==> config.mk <==
export PLATFORM = sky130hd
export DESIGN_NAME = seq_divider
export DESIGN_NICKNAME = d
export VERILOG_FILES = /design/src/rtl/seq_divider_pkg.sv /design/src/rtl/seq_divider_div_step.sv /design/src/rtl/seq_divider.sv
export SDC_FILE = /design/constraint.sdc
export NUM_CORES = 1
export LEC_CHECK = 0
export ABC_AREA = 1
export CAP_MARGIN = 15
export CORE_AREA = 2 2 78 80
export CTS_CLUSTER_SIZE = 12
export DETAILED_ROUTE_END_ITERATION = 6
export DIE_AREA = 0 0 80 82
export HOLD_SLACK_MARGIN = 0.05
export PLACE_DENSITY = 0.57
export SLEW_MARGIN = 30
export SYNTH_ARGS = -nofsm -noshare
export SYNTH_HDL_FRONTEND = slang
export SYNTH_HIERARCHICAL = 1
export SYNTH_SLANG_ARGS = --single-unit
export TNS_END_PERCENT = 50
==> constraint.sdc <==
create_clock -name clk -period 2.05 [get_ports clk]
set_input_delay 0.41 -clock clk [delete_from_list [all_inputs] [get_ports clk]]
set_output_delay 0.41 -clock clk [all_outputs]
set_load 0.01 [all_outputs]
==> src/rtl/seq_divider_pkg.sv <==
// Shared types and default widths for the sequential restoring divider.
package seq_divider_pkg;

  typedef enum logic {
    IDLE = 1'b0,
    RUN  = 1'b1
  } state_t;

  localparam int DEF_DIVIDEND_W = 8;
  localparam int DEF_DIVISOR_W  = 4;

  // Iteration counter must hold the value DIVIDEND_W itself.
  function automatic int cnt_width(input int w);
    return $clog2(w + 1);
  endfunction

endpackage

==> src/rtl/seq_divider_div_step.sv <==
// One combinational restoring-division iteration: shift in a dividend bit, trial-subtract the divisor.
module div_step #(
  parameter int DIVISOR_W = 4
) (
  input  logic [DIVISOR_W:0]   part,
  input  logic                 din,
  input  logic [DIVISOR_W-1:0] divisor,
  output logic [DIVISOR_W:0]   part_nxt,
  output logic                 qbit
);

  logic [DIVISOR_W+1:0] shifted;
  logic [DIVISOR_W:0]   diff;

  // A restored partial is always below the divisor, so the difference fits in DIVISOR_W+1 bits.
  assign shifted  = {part, din};
  assign diff     = shifted[DIVISOR_W:0] - {1'b0, divisor};
  assign qbit     = (shifted >= {2'b00, divisor});
  assign part_nxt = qbit ? diff : shifted[DIVISOR_W:0];

endmodule

==> src/rtl/seq_divider.sv <==
// Sequential restoring divider, one quotient bit per cycle with start/done handshake.
// Optional macro SEQ_DIVIDER_DBZ_FAST_EN: a zero divisor finishes one cycle after acceptance.
module seq_divider
  import seq_divider_pkg::*;
#(
  parameter int DIVIDEND_W = DEF_DIVIDEND_W,
  parameter int DIVISOR_W  = DEF_DIVISOR_W
) (
  input  logic                  clk,
  input  logic                  rst,
  input  logic                  start,
  input  logic [DIVIDEND_W-1:0] dividend,
  input  logic [DIVISOR_W-1:0]  divisor,
  output logic                  busy,
  output logic                  done,
  output logic [DIVIDEND_W-1:0] quot,
  output logic [DIVISOR_W-1:0]  rem,
  output logic                  dbz
);

  localparam int CNT_W = cnt_width(DIVIDEND_W);

  state_t                state;
  logic [CNT_W-1:0]      cnt;
  logic [DIVISOR_W:0]    part;
  logic [DIVISOR_W:0]    part_nxt;
  logic [DIVIDEND_W-1:0] dvd;
  logic [DIVIDEND_W-2:0] qsh;
  logic [DIVISOR_W-1:0]  dsr;
  logic                  qbit;
  logic                  dsr_zero;
  logic [CNT_W-1:0]      cnt_init;

  div_step #(
    .DIVISOR_W (DIVISOR_W)
  ) u_step (
    .part     (part),
    .din      (dvd[DIVIDEND_W-1]),
    .divisor  (dsr),
    .part_nxt (part_nxt),
    .qbit     (qbit)
  );

  assign dsr_zero = (dsr == '0);

`ifdef SEQ_DIVIDER_DBZ_FAST_EN
  assign cnt_init = (divisor == '0) ? CNT_W'(1) : CNT_W'(DIVIDEND_W);
`else
  assign cnt_init = CNT_W'(DIVIDEND_W);
`endif

  always_ff @(posedge clk or posedge rst) begin
    if (rst) begin
      state <= IDLE;
      cnt   <= '0;
      part  <= '0;
      dvd   <= '0;
      qsh   <= '0;
      dsr   <= '0;
      busy  <= 1'b0;
      done  <= 1'b0;
      dbz   <= 1'b0;
      quot  <= '0;
      rem   <= '0;
    end else begin
      case (state)
        IDLE: begin
          done <= 1'b0;
          if (start) begin
            dvd   <= dividend;
            dsr   <= divisor;
            part  <= '0;
            qsh   <= '0;
            cnt   <= cnt_init;
            busy  <= 1'b1;
            state <= RUN;
            if (divisor != '0) dbz <= 1'b0;
          end
        end
        RUN: begin
          // Iteration stage: consume one dividend MSB, emit one quotient bit
          dvd  <= dvd << 1;
          part <= part_nxt;
          qsh  <= {qsh[DIVIDEND_W-3:0], qbit};
          cnt  <= cnt - CNT_W'(1);
          if (cnt == CNT_W'(1)) begin
            busy  <= 1'b0;
            done  <= 1'b1;
            state <= IDLE;
            if (dsr_zero) begin
              quot <= '1;
              rem  <= '0;
              dbz  <= 1'b1;
            end else begin
              quot <= {qsh, qbit};
              rem  <= part_nxt[DIVISOR_W-1:0];
              dbz  <= 1'b0;
            end
          end
        end
        default: state <= IDLE;
      endcase
    end
  end

endmodule

==> results.ini <==
[run_status]
outcome = completed

[setup_path]
reg2reg_depth = 11
cp_cell_sequence = inv_1 > ha_1 > inv_1 > fa_1 > nand2_1 > nand2_2 > nand2_4 > nand3_4 > nand2_1 > nand2_1 > a22o_1
path_buf_inv = 2
end_kind = flop
critical_path.max_fanout = 6
cp.arrival_ns = 2.09
start_kind = flop
critPathSlowestCell = dfrtp_1
r2r-start = dvd[7]
worstSetupPathType = reg -> reg
r2r_setup_slack_ns = 0.15
crit_top_cell = nand2_1
r2r-end = part[1]
cp_top_family = adder cells
required_ns = 2.23
slowest_delay_ns = 0.40

[yosys]
async_flop_share = 1.00
synth.top_cell.area_share = 0.517
syn-num-nets = 264
avgSynthCellArea_sq_um = 8.80
synth_area_leaders = dfrtp_1 (52%), nand2_1 (17%), ha_1 (3.5%), inv_1 (3.5%), a22o_1 (2.5%)
yosys_warnings = 6
yosysTopAreaCell = dfrtp_1
synth-seq-area-share = 0.517
yosys_most_used_dff = dfrtp_1
ys_ff_latch = 44
synth_edf_count = 0
mappedNetlistArea_sq_um = 2130
synthCells = 242
post_synth_num_cell_types = 29

[clock_tree]
cts.clk_slew.worst_paths_ns = 0.08
cts-root-buf = clkbuf_8
clk_latency_ns = 0.29
cts_hold_buf = 0
h-tree-depth = 2
post_cts_buffers = 0
cts.sinks = 44
clk_path_buf_depth = 2
cts_tree = yes
cts_buffers = 5
cts.repair.resized = 0

[die]
fp.dieW_um = 80
num_rows = 28
fp.dieH_um = 82
dieArea_sq_um = 6560
start_util = 0.371
coreArea_sq_um = 5750
io_pins = 30

[finish]
layout_common_cells = nand2_1 (96), dfrtp_1 (44), clkdlybuf4s50_1 (29), inv_1 (19), nor2_1 (11)
multi_input_area_sq_um = 877
fin_nets = 295
drive_gt1_frac = 0.0919
seq_area_sq_um = 1100
final_common_cell = nand2_1
final_cell_area_sq_um = 2590
post-route-util = 0.450
fill_cells = 584
syn2layout_area_growth_pct = 21.4
n_antenna_cell = 0

[sta]
final.min_clock_period_ns = 1.90
hold_violations = 0
slew_viol_final = 0
setup-tns-final_ns = 0
grt_setup_unrepaired = no
clock_skew_ns = 0.00436
tightest_slew_ns = 0.486
relSlewSlack = 0.675
setup_viol = 0
layout_setup_ws_ns = 0.147
fin_crit_sh = 0.928
max_freq_ghz = 0.526

[routing]
wirelength_um = 4250
vias_per_cell = 4.68
wl_per_cell_um = 12.2
detail-route-antenna-nets = 0
via_count = 1624
drt_iter0_drc = 106
drtPass1Iterations = 4
drc = 0

[place]
gp_congestion = 0.751
place_ws_ns = 0.175
dp_hpwl_um = 2930
portBuffers = 29
post_dp_cell_area_sq_um = 2490

[power]
power.total_mw = 4.53
power_leakage_nw = 1.30
ir_worst_vdd_mv = 0.488
p_per_area_nw_per_um2 = 1750

[global_route]
grt_use_total = 0.150
grt_overflow_total = 0
grt_max_degree = 45
antenna_found_initial = 0
grt_pass1_vias = 1639
grt_pass1_wl_um = 7570

[run]
cap_violations = 0

[worst_hold_path]
hold_class = in -> async

sequential cells by signal, summed over array words and instances, names as in the netlist:
signal / flops
dsr: 4
dvd: 8
rem: 4
done: 1
quot: 8
busy: 1
qsh: 7
dbz: 1
cnt: 4
part: 5
state: 1
cell type report:
cell class,instances,area share
inverters,23,0.0348
clock inverters,1,0.0116
repair buffers,32,0.126
flip-flops and latches,44,0.426
clock buffers,5,0.0266
multi-input cells,167,0.339
well taps,75,0.0363
kinds of logic after synthesis:
| group | after synthesis | share of synthesized area |
|---|---|---|
| AOI/OAI and AO/OA | 24 | 0.0717 |
| xor gates and xnor gates | 2 | 0.00823 |
| adders and majority gates | 7 | 0.0447 |
| buffers and inverters | 31 | 0.0711 |
| DFF | 44 | 0.517 |
| and+or+nand+nor | 134 | 0.287 |
synth_stat cells, types with 2 or more instances:
cell,count
o21ai_0,7
nand3_2,3
dfrtp_1,44
a22o_1,6
o22ai_1,8
nand3_1,10
inv_1,20
nand4_1,4
buf_2,4
nand2_2,3
buf_6,3
ha_1,6
nand2_1,96
nor2_1,11
nand2_4,2
o21ai_1,2
layer usage:
metal  global-route usage  vias up  part of all wire
met1                0.201      764              0.50
met4               0.0559        0             0.019
met3               0.0330        6             0.026
met2                0.238       24              0.45
li1                     -      830                 -
met5                    0        -                 0
worst max-delay path by stage:
stage | start | end | cells past startpoint
after floorplan | dvd[7] | part[3] | 11
after global placement | dvd[7] | part[1] | 11
after detailed placement | dvd[7] | part[0] | 11
after CTS | dvd[7] | part[1] | 11
after global routing | dvd[7] | part[1] | 11
final | dvd[7] | part[1] | 11
tightest hold or removal path: cells and delay by family:
kind | cells | cell delay, ns
buffers and inverters | 3 | 0.71
metrics by stage:
step                      cells  hold slack, ns
after floorplan             242           0.453
after global placement      341           0.465
after detailed placement    341           0.465
after CTS                   347           0.463
after global routing        347           0.466
final                       347           0.455
power breakdown:
group          total (mW)  switching (mW)  internal [mW]
Sequential           1.54           0.264           1.27
Combinational        2.36            1.31           1.05
Clock               0.629           0.279          0.350
Note: power is estimated with default switching activity, not from simulation.
